$ cat config.mk
export PLATFORM = sky130hd
export DESIGN_NAME = uart_arbiter_flat
export DESIGN_NICKNAME = d
export VERILOG_FILES = /design/src/rtl/uart_arb_pkg.sv /design/src/rtl/uart_arbiter_if.sv /design/src/rtl/uart_arb_pick.sv /design/src/rtl/uart_arbiter.sv /design/src/flat_wrapper.sv
export SDC_FILE = /design/constraint.sdc
export NUM_CORES = 1
export LEC_CHECK = 0
export ABC_AREA = 1
export ABC_CLOCK_PERIOD_IN_PS = 1900
export BUFFER_PORTS_ARGS = -buffer_cell sky130_fd_sc_hd__buf_2
export CORE_ASPECT_RATIO = 1.5
export CORE_MARGIN = 3
export CORE_UTILIZATION = 41
export DETAILED_ROUTE_END_ITERATION = 10
export GPL_ROUTABILITY_DRIVEN = 0
export PLACE_DENSITY_LB_ADDON = 0.12
export SYNTH_ARGS = -nofsm -noshare
export SYNTH_HDL_FRONTEND = slang
export SYNTH_SLANG_ARGS = --single-unit
$ cat constraint.sdc
create_clock -name clk -period 1.9 [get_ports clk]
set_input_delay 0 -clock clk [delete_from_list [all_inputs] [get_ports clk]]
set_output_delay 0 -clock clk [all_outputs]
set_load 0.1 [all_outputs]
$ cat src/rtl/uart_arb_pkg.sv
// ---------------------------------------------------------------------------
// uart_arb_pkg
// Shared types and helpers for the UART engine arbiter.
//   arb_state_t : arbiter FSM states (idle, strobe issue, wait, ack)
//   arb_op_t    : latched operation of the current grant (transmit/receive)
//   wrap_add    : modular index addition used by the picker and the
//                 round-robin pointer
// ---------------------------------------------------------------------------
package uart_arb_pkg;

    typedef enum logic [1:0] {ARB_IDLE, ARB_ISSUE, ARB_WAIT, ARB_DONE} arb_state_t;

    typedef enum logic {OP_TX, OP_RX} arb_op_t;

    localparam int ARB_MIN_PORTS = 2;
    localparam int ARB_MAX_PORTS = 8;

    function automatic int unsigned wrap_add(int unsigned base, int unsigned step,
                                             int unsigned n);
        return (base + step) % n;
    endfunction

endpackage

$ cat src/rtl/uart_arbiter_if.sv
// ---------------------------------------------------------------------------
// uart_arbiter_if
// Requester-side bus of the UART arbiter.
//   tx_req  [N]   : port i wants to transmit (held until its ack)
//   rx_req  [N]   : port i wants to receive  (held until its ack)
//   tx_byte [8N]  : port i's transmit byte in [8i+7:8i]
//   ack     [N]   : one-cycle completion pulse to the owning port
//   rx_byte [8]   : received byte, valid in the ack cycle of a receive
// Modports: master = requesters, slave = arbiter.
// ---------------------------------------------------------------------------
interface uart_arbiter_if #(
    parameter int N_PORTS = 2
);
    logic [N_PORTS-1:0]   tx_req;
    logic [N_PORTS-1:0]   rx_req;
    logic [8*N_PORTS-1:0] tx_byte;
    logic [N_PORTS-1:0]   ack;
    logic [7:0]           rx_byte;

    modport master (
        output tx_req,
        output rx_req,
        output tx_byte,
        input  ack,
        input  rx_byte
    );

    modport slave (
        input  tx_req,
        input  rx_req,
        input  tx_byte,
        output ack,
        output rx_byte
    );
endinterface

$ cat src/rtl/uart_arb_pick.sv
// ---------------------------------------------------------------------------
// uart_arb_pick
// Combinational picker: scans the pending vector starting at index 'start'
// and wrapping around, returning the first pending port.
//   pending [N] : per-port request vector
//   start   [W] : index scanned first
//   found       : at least one port is pending
//   winner  [W] : index of the selected port (0 when none)
// ---------------------------------------------------------------------------
module uart_arb_pick
    import uart_arb_pkg::*;
#(
    parameter  int N_PORTS = 2,
    localparam int IW      = $clog2(N_PORTS)
) (
    input  logic [N_PORTS-1:0] pending,
    input  logic [IW-1:0]      start,
    output logic               found,
    output logic [IW-1:0]      winner
);

    logic [IW-1:0] cand;

    always_comb begin
        found  = 1'b0;
        winner = '0;
        cand   = '0;
        for (int k = 0; k < N_PORTS; k++) begin
            cand = IW'(wrap_add(32'(start), k, N_PORTS));
            if (!found && pending[cand]) begin
                found  = 1'b1;
                winner = cand;
            end
        end
    end

endmodule

$ cat src/rtl/uart_arbiter.sv
// ---------------------------------------------------------------------------
// uart_arbiter
// Shares one byte-level UART engine between N_PORTS requesters. One transfer
// is granted at a time: a single t_valid/r_valid strobe is issued, the
// matching engine completion pulse is awaited, then a one-cycle ack (and the
// received byte for receives) goes back to the owner.
//
// Ports
//   clk, rstn          : clock, asynchronous active-low reset
//   req   (slave)      : requester bus (tx_req, rx_req, tx_byte, ack, rx_byte)
//   busy               : transfer in flight
//   grant              : current or last owner
//   t_valid, r_valid   : strobes to the engine
//   t_data             : byte to the engine
//   tx_done, rx_done   : engine completion pulses
//   r_data             : engine received byte, valid with rx_done
//
// Build option
//   UART_ARB_RR_EN     : defined -> round-robin arbitration (pointer moves to
//                        owner+1 when a transfer completes); undefined ->
//                        fixed priority, lowest index wins, no pointer.
// ---------------------------------------------------------------------------
module uart_arbiter
    import uart_arb_pkg::*;
#(
    parameter  int N_PORTS = 2,
    localparam int GW      = $clog2(N_PORTS)
) (
    input  logic          clk,
    input  logic          rstn,
    uart_arbiter_if.slave req,
    output logic          busy,
    output logic [GW-1:0] grant,
    output logic          t_valid,
    output logic          r_valid,
    output logic [7:0]    t_data,
    input  logic          tx_done,
    input  logic          rx_done,
    input  logic [7:0]    r_data
);

    arb_state_t         state_q, state_d;
    arb_op_t            op_q, op_d;
    logic [GW-1:0]      grant_q, grant_d;
    logic [7:0]         t_data_q, t_data_d;
    logic [7:0]         rx_byte_q, rx_byte_d;
    logic [N_PORTS-1:0] ack_q, ack_d;
    logic               t_valid_q, t_valid_d;
    logic               r_valid_q, r_valid_d;
    logic               busy_q, busy_d;

    logic [N_PORTS-1:0] pending;
    logic [GW-1:0]      pick_start;
    logic               pick_found;
    logic [GW-1:0]      pick_winner;
    logic [7:0]         sel_byte;

    assign pending = req.tx_req | req.rx_req;

`ifdef UART_ARB_RR_EN
    logic [GW-1:0] rr_ptr_q, rr_ptr_d;

    // The scan after a completed transfer starts just past its owner.
    always_comb begin
        rr_ptr_d = rr_ptr_q;
        if (state_q == ARB_DONE) begin
            rr_ptr_d = GW'(wrap_add(32'(grant_q), 1, N_PORTS));
        end
    end

    always_ff @(posedge clk or negedge rstn) begin
        if (!rstn) begin
            rr_ptr_q <= '0;
        end else begin
            rr_ptr_q <= rr_ptr_d;
        end
    end

    assign pick_start = rr_ptr_q;
`else
    assign pick_start = '0;
`endif

    uart_arb_pick #(
        .N_PORTS(N_PORTS)
    ) u_pick (
        .pending(pending),
        .start  (pick_start),
        .found  (pick_found),
        .winner (pick_winner)
    );

    // Byte of the winning port, muxed out of the packed tx_byte bus.
    always_comb begin
        sel_byte = '0;
        for (int p = 0; p < N_PORTS; p++) begin
            if (pick_winner == GW'(p)) begin
                sel_byte = req.tx_byte[8*p +: 8];
            end
        end
    end

    always_ff @(posedge clk or negedge rstn) begin
        if (!rstn) begin
            state_q <= ARB_IDLE;
        end else begin
            state_q <= state_d;
        end
    end

    // Next state plus the per-grant latches. Arbitration only happens in
    // IDLE; TX wins over RX within a port, leaving RX pending for later.
    // Only the completion pulse matching the latched op is honoured.
    always_comb begin
        state_d   = state_q;
        op_d      = op_q;
        grant_d   = grant_q;
        t_data_d  = t_data_q;
        rx_byte_d = rx_byte_q;
        case (state_q)
            ARB_IDLE: begin
                if (pick_found) begin
                    grant_d  = pick_winner;
                    op_d     = req.tx_req[pick_winner] ? OP_TX : OP_RX;
                    t_data_d = sel_byte;
                    state_d  = ARB_ISSUE;
                end
            end
            ARB_ISSUE: begin
                state_d = ARB_WAIT;
            end
            ARB_WAIT: begin
                if (op_q == OP_TX) begin
                    if (tx_done) begin
                        state_d = ARB_DONE;
                    end
                end else if (rx_done) begin
                    rx_byte_d = r_data;
                    state_d   = ARB_DONE;
                end
            end
            ARB_DONE: begin
                state_d = ARB_IDLE;
            end
            default: begin
                state_d = ARB_IDLE;
            end
        endcase
    end

    // Outputs are decoded from the next state so they appear registered in
    // the same cycle the FSM enters the corresponding state.
    always_comb begin
        ack_d     = '0;
        t_valid_d = 1'b0;
        r_valid_d = 1'b0;
        busy_d    = (state_d != ARB_IDLE);
        if (state_d == ARB_ISSUE) begin
            t_valid_d = (op_d == OP_TX);
            r_valid_d = (op_d == OP_RX);
        end
        if (state_d == ARB_DONE) begin
            ack_d[grant_d] = 1'b1;
        end
    end

    always_ff @(posedge clk or negedge rstn) begin
        if (!rstn) begin
            op_q      <= OP_TX;
            grant_q   <= '0;
            t_data_q  <= 8'h00;
            rx_byte_q <= 8'h00;
            ack_q     <= '0;
            t_valid_q <= 1'b0;
            r_valid_q <= 1'b0;
            busy_q    <= 1'b0;
        end else begin
            op_q      <= op_d;
            grant_q   <= grant_d;
            t_data_q  <= t_data_d;
            rx_byte_q <= rx_byte_d;
            ack_q     <= ack_d;
            t_valid_q <= t_valid_d;
            r_valid_q <= r_valid_d;
            busy_q    <= busy_d;
        end
    end

    assign busy        = busy_q;
    assign grant       = grant_q;
    assign t_valid     = t_valid_q;
    assign r_valid     = r_valid_q;
    assign t_data      = t_data_q;
    assign req.ack     = ack_q;
    assign req.rx_byte = rx_byte_q;

endmodule

$ cat src/flat_wrapper.sv
// flat-port wrapper written by rule: the top's interface ports become plain ports
module uart_arbiter_flat import uart_arb_pkg::*;
#(
    parameter  int N_PORTS = 2,
    localparam int GW      = $clog2(N_PORTS)
)
  (clk, rstn, busy, grant, t_valid, r_valid, t_data, tx_done, rx_done, r_data, req_tx_req, req_rx_req, req_tx_byte, req_ack, req_rx_byte);
  uart_arbiter_if #(.N_PORTS(N_PORTS)) req_i ();
  input  logic clk;
  input  logic rstn;
  output logic busy;
  output logic [GW-1:0] grant;
  output logic t_valid;
  output logic r_valid;
  output logic [7:0] t_data;
  input  logic tx_done;
  input  logic rx_done;
  input  logic [7:0] r_data;
  input wire logic [$bits(req_i.tx_req)-1:0] req_tx_req;
  input wire logic [$bits(req_i.rx_req)-1:0] req_rx_req;
  input wire logic [$bits(req_i.tx_byte)-1:0] req_tx_byte;
  output wire logic [$bits(req_i.ack)-1:0] req_ack;
  output wire logic [$bits(req_i.rx_byte)-1:0] req_rx_byte;
  assign req_i.tx_req = req_tx_req;
  assign req_i.rx_req = req_rx_req;
  assign req_i.tx_byte = req_tx_byte;
  assign req_ack = req_i.ack;
  assign req_rx_byte = req_i.rx_byte;
  uart_arbiter #(.N_PORTS(N_PORTS)) u_core (.clk(clk), .rstn(rstn), .req(req_i), .busy(busy), .grant(grant), .t_valid(t_valid), .r_valid(r_valid), .t_data(t_data), .tx_done(tx_done), .rx_done(rx_done), .r_data(r_data));
endmodule
==> results of run 1 <==
[layer usage]
metal	track usage (%)	share of wire [%]	wire [µm]
met3	3.45	7.1	191
met4	3.59	0.70	19
met2	30.0	50	1370
met5	0	0	0
met1	17.7	42	1130
[final cells by class]
cell class	count	area [µm²]
fillers	235	1050
flip-flops and latches	25	626
multi-input cells	77	514
repair buffers	70	435
inverters	20	75.1
well taps	37	46.3
clock buffers	3	41.3
clock inverters	1	5.00
[metrics by stage]
| step | setup WS, ns | std cells | hold WS, ns | instance area [µm²] |
|---|---|---|---|---|
| 2_1_floorplan | 0.598 | 124 | -0.296 | 1240 |
| 3_3_place_gp | 0.583 | 212 | 0.0166 | 1530 |
| 3_5_place_dp | 0.551 | 212 | 0.0184 | 1530 |
| 4_1_cts | 0.536 | 233 | 0.0689 | 1740 |
| 5_1_grt | 0.412 | 233 | 0.0848 | 1740 |
| 6_report | 0.525 | 233 | 0.0694 | 1740 |
[tightest hold or removal path, delay by kind of cell]
family / cells / cell delay, ns
buffers and inverters: 2 / 0.14
AO/OA/AOI/OAI: 1 / 0.06
AND/OR/NAND/NOR: 2 / 0.11
[synth_stat cells (all sizes together)]
master	count
a21oi	2
buf	2
dfrtp	25
ha	3
inv	20
mux2	8
nand2	41
nand3	5
nand3b	1
nor2	8
o211ai	8
o21ai	1
[repair_timing]
item | CTS | global route
setup endpoints to repair | 0 | 0
hold endpoints to repair | 41 | 0
hold buffers | 17 | 0
buffers inserted | 0 | 0
[layout by cell type, fill, tap and decap left out, types with 2 or more instances in the layout]
master         Yosys  final
buf_2              0     53
clkbuf_8           0      3
dfrtp_1           25     25
dlygate4sd3_1      0     17
ha_1               3      3
inv_1             17     17
inv_2              3      3
mux2_2             8      8
nand2_1           34     34
nand2_2            5      5
nand2_4            2      2
nand3_1            4      4
nor2_1             4      4
nor2_2             3      3
o211ai_2           8      8
[worst max path at each step]
stage                                 start                    end  slack (ns)  depth (start not counted)
after detailed placement  u_core.state_q[0]  u_core.req.rx_byte[6]        0.55                          4
after CTS                 u_core.state_q[0]  u_core.req.rx_byte[6]        0.54                          4
after floorplan                u_core.grant      u_core.req.ack[0]        0.60                          3
after global placement    u_core.state_q[0]  u_core.req.rx_byte[5]        0.58                          4
after global routing      u_core.state_q[0]         u_core.t_valid        0.41                          8
final                     u_core.state_q[0]  u_core.req.rx_byte[1]        0.52                          4
[cells by family (layout without fill, tap and decap cells)]
kind of cell             count (synthesis)  after routing  synth area share [%]
buffers and inverters                   22             94                  8.16
adder cells (fa/ha/maj)                  3              3                  3.02
AO/OA/AOI/OAI                           11             11                  9.88
multiplexers                             8              8                  7.26
flip-flops                              25             25                  50.4
AND/OR/NAND/NOR                         55             55                  21.3
[flip-flops by register name (all words and copies together) (netlist names)]
signal              count
u_core.t_data           8
u_core.busy             1
u_core.op_q             1
u_core.grant            1
u_core.req.ack          2
u_core.r_valid          1
u_core.t_valid          1
u_core.state_q          2
u_core.req.rx_byte      8
==> flow_summary.toml, run 1 <==
[yosys]
syn_nets = 159
synth_top_area_cell = "dfrtp_1"
ys_top_cells_by_area = "dfrtp_1 (50%), nand2_1 (10%), o211ai_2 (8.1%), mux2_2 (7.3%), inv_1 (5.1%)"
syn_area_per_cell_um2 = 10.0
syn_area_mm2 = 0.00124
syn_inst = 124
synth.distinct_cells = 20
post-synth-top-area-fraction_pct = 50.4
synth-seq-cells = 25
yosys_warnings = 0
synth_seq_area_share_pct = 50.4

[global_route]
grt_max_degree = 26
grt_overflow = 0
grt_pass1_vias = 1118
track_usage_pct = 15.9
grt_pass1_wl_um = 4610
antenna_found_initial = 0

[critical_path]
rr_worst_depth = 4
path_max_fanout = 8
crit_buf_inv = 1
r2r_start = "u_core.state_q[0]"
crit_slowest_cell = "dfrtp_1"
cp_slowest_stage_delay_ns = 0.36
path_class = "flip-flop to flip-flop"
critPathArrivalTime_ns = 1.53
timing.reg2reg.setup_slack_ns = 0.52
critical_path.top_delay_family = "flip-flops"
cp-start-kind = "flip-flop"
r2r-end = "u_core.req.rx_byte[1]"
cp_cell_sequence = "inv_1, ha_1, nand3_2, mux2_2"
required_ns = 2.05
worst_setup_path_end_kind = "flip-flop"

[clocking]
cts_max_level = 1
cts_made_buffers = 3
cts.clk_slew.worst_paths_ns = 0.08
cts_buffer_depth = 2
clk_latency_ns = 0.26
root_buffer = "clkbuf_8"
cts.sinks = 25
cts_resized = 0
cts_tree = "built"

[sta]
finClkSkew_ns = 0.000913
hold_viol_final = 0
timing.fmax_mhz = 727
fin_crit_sh_pct = 72.4
finalCriticalPeriod_ns = 1.38
max_slew_margin_pct = 64.1
setup_tns_ns = 0
drv_slew = 0
rsz0062_at_grt = "no"
final-setup-viol-count = 0
worst_pin_slew_ns = 0.538

[worst_hold_path]
min_path_cells = 5
hold_start = "req_tx_byte[0]"
min_to = "u_core.t_data[0]"
hold_path_class = "input port to flip-flop"

[layout]
finalNetCount = 232
num_antenna_cells = 0
syn2layout_area_growth_pct = 40.4
post-route-util_pct = 62.4
drive_above_1_share_pct = 45.9

[floorplan]
die_h_um = 73.4
row_count = 23
pin_count = 54
dieArea_mm2 = 0.00374
core_mm2 = 0.00279
initial_core_util_pct = 44.5
die_x_um = 50.9

[detailed_routing]
drtAntennaViolNets = 0
vias_per_cell = 4.42
first_iter_violations = 15
wirelength_um = 2710
dr.pass1.iters = 4
drc = 0
vias = 1031
routedWlPerCell_um = 11.6

[outcome]
outcome = "complete, no violations"

[place]
io_buffer_count = 53
hpwlAfterDp_um = 1960

[job]
cap_violations = 0
Power of run 1 is not shown: default switching activity piles up to over one toggle a cycle in this logic, so the estimate is an artifact.
==> inputs of run 2 (changes only) <==
--- a/config.mk
+++ b/config.mk
@@ -6,7 +6,7 @@
 export NUM_CORES = 1
 export LEC_CHECK = 0
 export ABC_AREA = 1
-export ABC_CLOCK_PERIOD_IN_PS = 1900
+export ABC_CLOCK_PERIOD_IN_PS = 1250
 export BUFFER_PORTS_ARGS = -buffer_cell sky130_fd_sc_hd__buf_2
 export CORE_ASPECT_RATIO = 1.5
 export CORE_MARGIN = 3
==> constraint.sdc (replaced) <==
create_clock -name clk -period 1.25 [get_ports clk]
set_input_delay 0 -clock clk [delete_from_list [all_inputs] [get_ports clk]]
set_output_delay 0 -clock clk [all_outputs]
set_load 0.1 [all_outputs]
==> flow_summary.toml, run 2 (same netlist as run 1, synthesis figures left out) <==
[critical_path]
crit_slowest_cell = "dfrtp_1"
critical_path.top_delay_family = "flip-flops"
cp_slowest_stage_delay_ns = 0.46
path_class = "flip-flop to flip-flop"
required_ns = 1.41
critPathArrivalTime_ns = 1.48
crit_buf_inv = 2
cp_cell_sequence = "inv_2, ha_4, nand2_2, nand3b_1, nand2_2, inv_2, nand2_4, nor2_4"
worst_setup_path_end_kind = "flip-flop"
path_max_fanout = 3
cp-start-kind = "flip-flop"

[layout]
drive_above_1_share_pct = 61.3
fillCellCount = 235
finalNetCount = 240
fin_cells = 241
regArea_um2 = 637
num_antenna_cells = 0
syn2layout_area_growth_pct = 52.2
layout_commonest_cell = "buf_2"
layout_common_cells = "buf_2 (53), nand2_1 (28), dlygate4sd3_1 (16), dfrtp_1 (16), inv_1 (12)"
post-route-util_pct = 67.7
multiInputGateArea_um2 = 587

[global_route]
antenna_found_initial = 0
grt_pass1_wl_um = 4900
grt_max_degree = 26
grt_pass1_vias = 1109
grt_overflow = 0
track_usage_pct = 17.1

[clocking]
clk_latency_ns = 0.26
cts_buffer_depth = 2
cts_max_level = 1
cts_tree = "built"
root_buffer = "clkbuf_8"
cts.sinks = 25
cts.clk_slew.worst_paths_ns = 0.08
cts_made_buffers = 3

[detailed_routing]
vias = 1102
first_iter_violations = 14
routedWlPerCell_um = 13.2
dr.pass1.iters = 4
drtAntennaViolNets = 0
drc = 0
wirelength_um = 3170
vias_per_cell = 4.57

[sta]
fin_hold_ws_ns = -0.00323
finalCriticalPeriod_ns = 1.32
drv_slew = 0
setup_tns_ns = -0.480
fin_crit_sh_pct = 106
worst_pin_slew_ns = 0.551
finClkSkew_ns = 0.00330
rsz0062_at_grt = "yes"
hold_viol_final = 1
timing.fmax_mhz = 757
final-setup-viol-count = 17
max_slew_margin_pct = 63.3
worst_slack_ns = -0.0702

[place]
io_buffer_count = 53
hpwlAfterDp_um = 2170
dp.cells = 215

[outcome]
violations = "hold timing, setup timing"
outcome = "finished with violations"

[worst_hold_path]
hold_path_class = "input port to flip-flop"

[floorplan]
dieArea_mm2 = 0.00374
die_x_um = 50.9
initial_core_util_pct = 44.5
pin_count = 54
die_h_um = 73.4
core_mm2 = 0.00279
row_count = 23

[job]
cap_violations = 0
-- run 2: cell count changes in the layout (fill, tap and decap cells not counted), sizes merged --
| cell | before | now |
|---|---|---|
| buf | 53 | 62 |
| dlygate4sd3 | 17 | 16 |
-- run 2: worst register-to-register path, delay by kind of cell (launching register included) --
kind,cells,cell delay (ns)
and+or+nand+nor,5,0.42
adders and majority gates,1,0.16
buffers and inverters,2,0.18
DFF,1,0.46
-- run 2: final cells by class --
type	count	area share [%]
tap	37	2.45
timing repair buffer	78	26.1
sequential	25	33.7
clock inverter	1	0.265
multi-input combinational	77	31.1
clock buffer	3	2.19
inverter	20	4.24
-- run 2: stage by stage --
| step | worst slack (ns) | hold WS [ns] | instance area, µm² |
|---|---|---|---|
| floorplan | 0.0395 | -0.296 | 1250 |
| global placement | -0.0411 | 0.0138 | 1560 |
| detailed placement | -0.121 | 0.0139 | 1560 |
| CTS | -0.0257 | 0.00189 | 1830 |
| global route | -0.139 | 0.00590 | 1890 |
| finish | -0.0702 | -0.00323 | 1890 |
-- run 2: layer usage --
metal / track usage [%] / wire (µm) / part of all wire, %
met3: 1.42 / 118 / 3.7
met2: 34.6 / 1910 / 60
met1: 17.7 / 1090 / 34
met5: 0 / 0 / 0
met4: 5.39 / 55 / 1.7
-- run 2: repair_timing --
item                                    CTS  global route
hold buffers                             16             0
hold endpoints to repair                 40             0
buffers inserted                          3             3
gates resized for setup                  10            15
endpoints found under the setup margin   21            21
pin swaps                                 1             8
-- run 2: worst paths after layout --
check	end	start	slack, ns	cells past startpoint
worst max-delay path	u_core.t_valid	u_core.state_q[1]	-0.07	8
worst min-delay path	u_core.t_data[1]	req_tx_byte[9]	-0.003	3
worst max register to register	u_core.t_valid	u_core.state_q[1]	-0.07	8
worst min register to register	u_core.t_data[5]	u_core.t_data[5]	0.48	2
max in group asynchronous	u_core.req.rx_byte[5]	rstn	0.59	2
min in group asynchronous	u_core.t_data[3]	rstn	0.26	2
Power of run 2 is left out for the same reason.
==> inputs of run 3 (changes only) <==
--- a/config.mk
+++ b/config.mk
@@ -13,7 +13,9 @@
 export CORE_UTILIZATION = 41
 export DETAILED_ROUTE_END_ITERATION = 10
 export GPL_ROUTABILITY_DRIVEN = 0
+export HOLD_SLACK_MARGIN = 0.05
 export PLACE_DENSITY_LB_ADDON = 0.12
+export SKIP_CTS_REPAIR_TIMING = 1
 export SYNTH_ARGS = -nofsm -noshare
 export SYNTH_HDL_FRONTEND = slang
 export SYNTH_SLANG_ARGS = --single-unit
==> flow_summary.toml, run 3 (same netlist as run 1, synthesis figures left out) <==
[detailed_routing]
wirelength_um = 3160
vias = 1100
drtAntennaViolNets = 0
drc = 0
vias_per_cell = 4.56
routedWlPerCell_um = 13.1
dr.pass1.iters = 4
first_iter_violations = 18

[layout]
drive_above_1_share_pct = 60.3
syn2layout_area_growth_pct = 52.0
layout_commonest_cell = "buf_2"
layout_common_cells = "buf_2 (53), nand2_1 (28), dlygate4sd3_1 (17)"
fillCellCount = 228
finalNetCount = 240
num_antenna_cells = 0
post-route-util_pct = 67.6

[clocking]
clk_latency_ns = 0.26
cts_buffer_depth = 2
root_buffer = "clkbuf_8"
cts_made_buffers = 3
cts.sinks = 25
cts_max_level = 1
cts.clk_slew.worst_paths_ns = 0.08
cts_tree = "built"

[floorplan]
pin_count = 54
initial_core_util_pct = 44.5
dieArea_mm2 = 0.00374
row_count = 23
core_mm2 = 0.00279
die_h_um = 73.4
die_x_um = 50.9

[sta]
finalCriticalPeriod_ns = 1.33
max_slew_margin_pct = 64.2
finClkSkew_ns = 0.000810
drv_slew = 0
worst_slack_ns = -0.0758
timing.fmax_mhz = 754
setup_tns_ns = -0.559
fin_crit_sh_pct = 106
rsz0062_at_grt = "yes"
hold_viol_final = 0
worst_pin_slew_ns = 0.537
final-setup-viol-count = 19

[global_route]
grt_overflow = 0
antenna_found_initial = 0
track_usage_pct = 14.9
grt_max_degree = 26
grt_pass1_vias = 999
grt_pass1_wl_um = 4350

[critical_path]
required_ns = 1.41
path_class = "flip-flop to flip-flop"
cp-start-kind = "flip-flop"
worst_setup_path_end_kind = "flip-flop"
critPathArrivalTime_ns = 1.49
path_max_fanout = 3

[place]
hpwlAfterDp_um = 2170
pre_cts_ws_ns = -0.121
io_buffer_count = 53

[worst_hold_path]
hold_path_class = "input port to flip-flop"

[outcome]
outcome = "finished with violations"
violations = "setup timing"

[job]
cap_violations = 0
==> run 3: through the flow <==
step	std cells	area (µm²)	hold slack, ns
floorplan	124	1250	-0.296
global placement	215	1560	0.0138
detailed placement	215	1560	0.0139
CTS	219	1610	-0.271
global route	241	1890	0.0839
finish	241	1890	0.0677
==> run 3: area by class of cell <==
| class | instances | area (µm²) | share of cell area, % |
|---|---|---|---|
| Clock buffer | 3 | 41.3 | 2.19 |
| Clock inverter | 1 | 5.00 | 0.265 |
| Inverter | 20 | 80.1 | 4.24 |
| Multi-Input combinational cell | 77 | 582 | 30.8 |
| Sequential cell | 25 | 637 | 33.8 |
| Tap cell | 37 | 46.3 | 2.45 |
| Timing Repair Buffer | 78 | 495 | 26.3 |
==> run 3: worst paths after layout <==
kind                                        start                     to  slack [ns]  depth (start not counted)
worst max-delay path            u_core.state_q[1]         u_core.t_valid       -0.08                          8
worst min-delay path               req_tx_byte[2]       u_core.t_data[2]        0.07                          5
worst max register to register  u_core.state_q[1]         u_core.t_valid       -0.08                          8
worst min register to register   u_core.t_data[5]       u_core.t_data[5]        0.48                          2
max in group asynchronous                    rstn  u_core.req.rx_byte[2]        0.61                          2
min in group asynchronous                    rstn       u_core.t_data[3]        0.25                          2
==> run 3: layer usage <==
metal / global-route usage (%) / vias up / share of wire [%]
met3: 2.03 / 4 / 3.6
li1: - / 547 / -
met2: 28.8 / 31 / 61
met5: 0 / - / 0
met4: 3.59 / 0 / 1.3
met1: 16.7 / 518 / 35
==> run 3: critical path, stage by stage (launching register included) <==
cell      delay, ns
dfrtp_1        0.46
inv_2          0.12
ha_4           0.16
nand2_2        0.04
nand3b_1       0.17
nand2_2        0.12
inv_2          0.06
nand2_4        0.06
nor2_2         0.04
Power of run 3 is left out for the same reason.
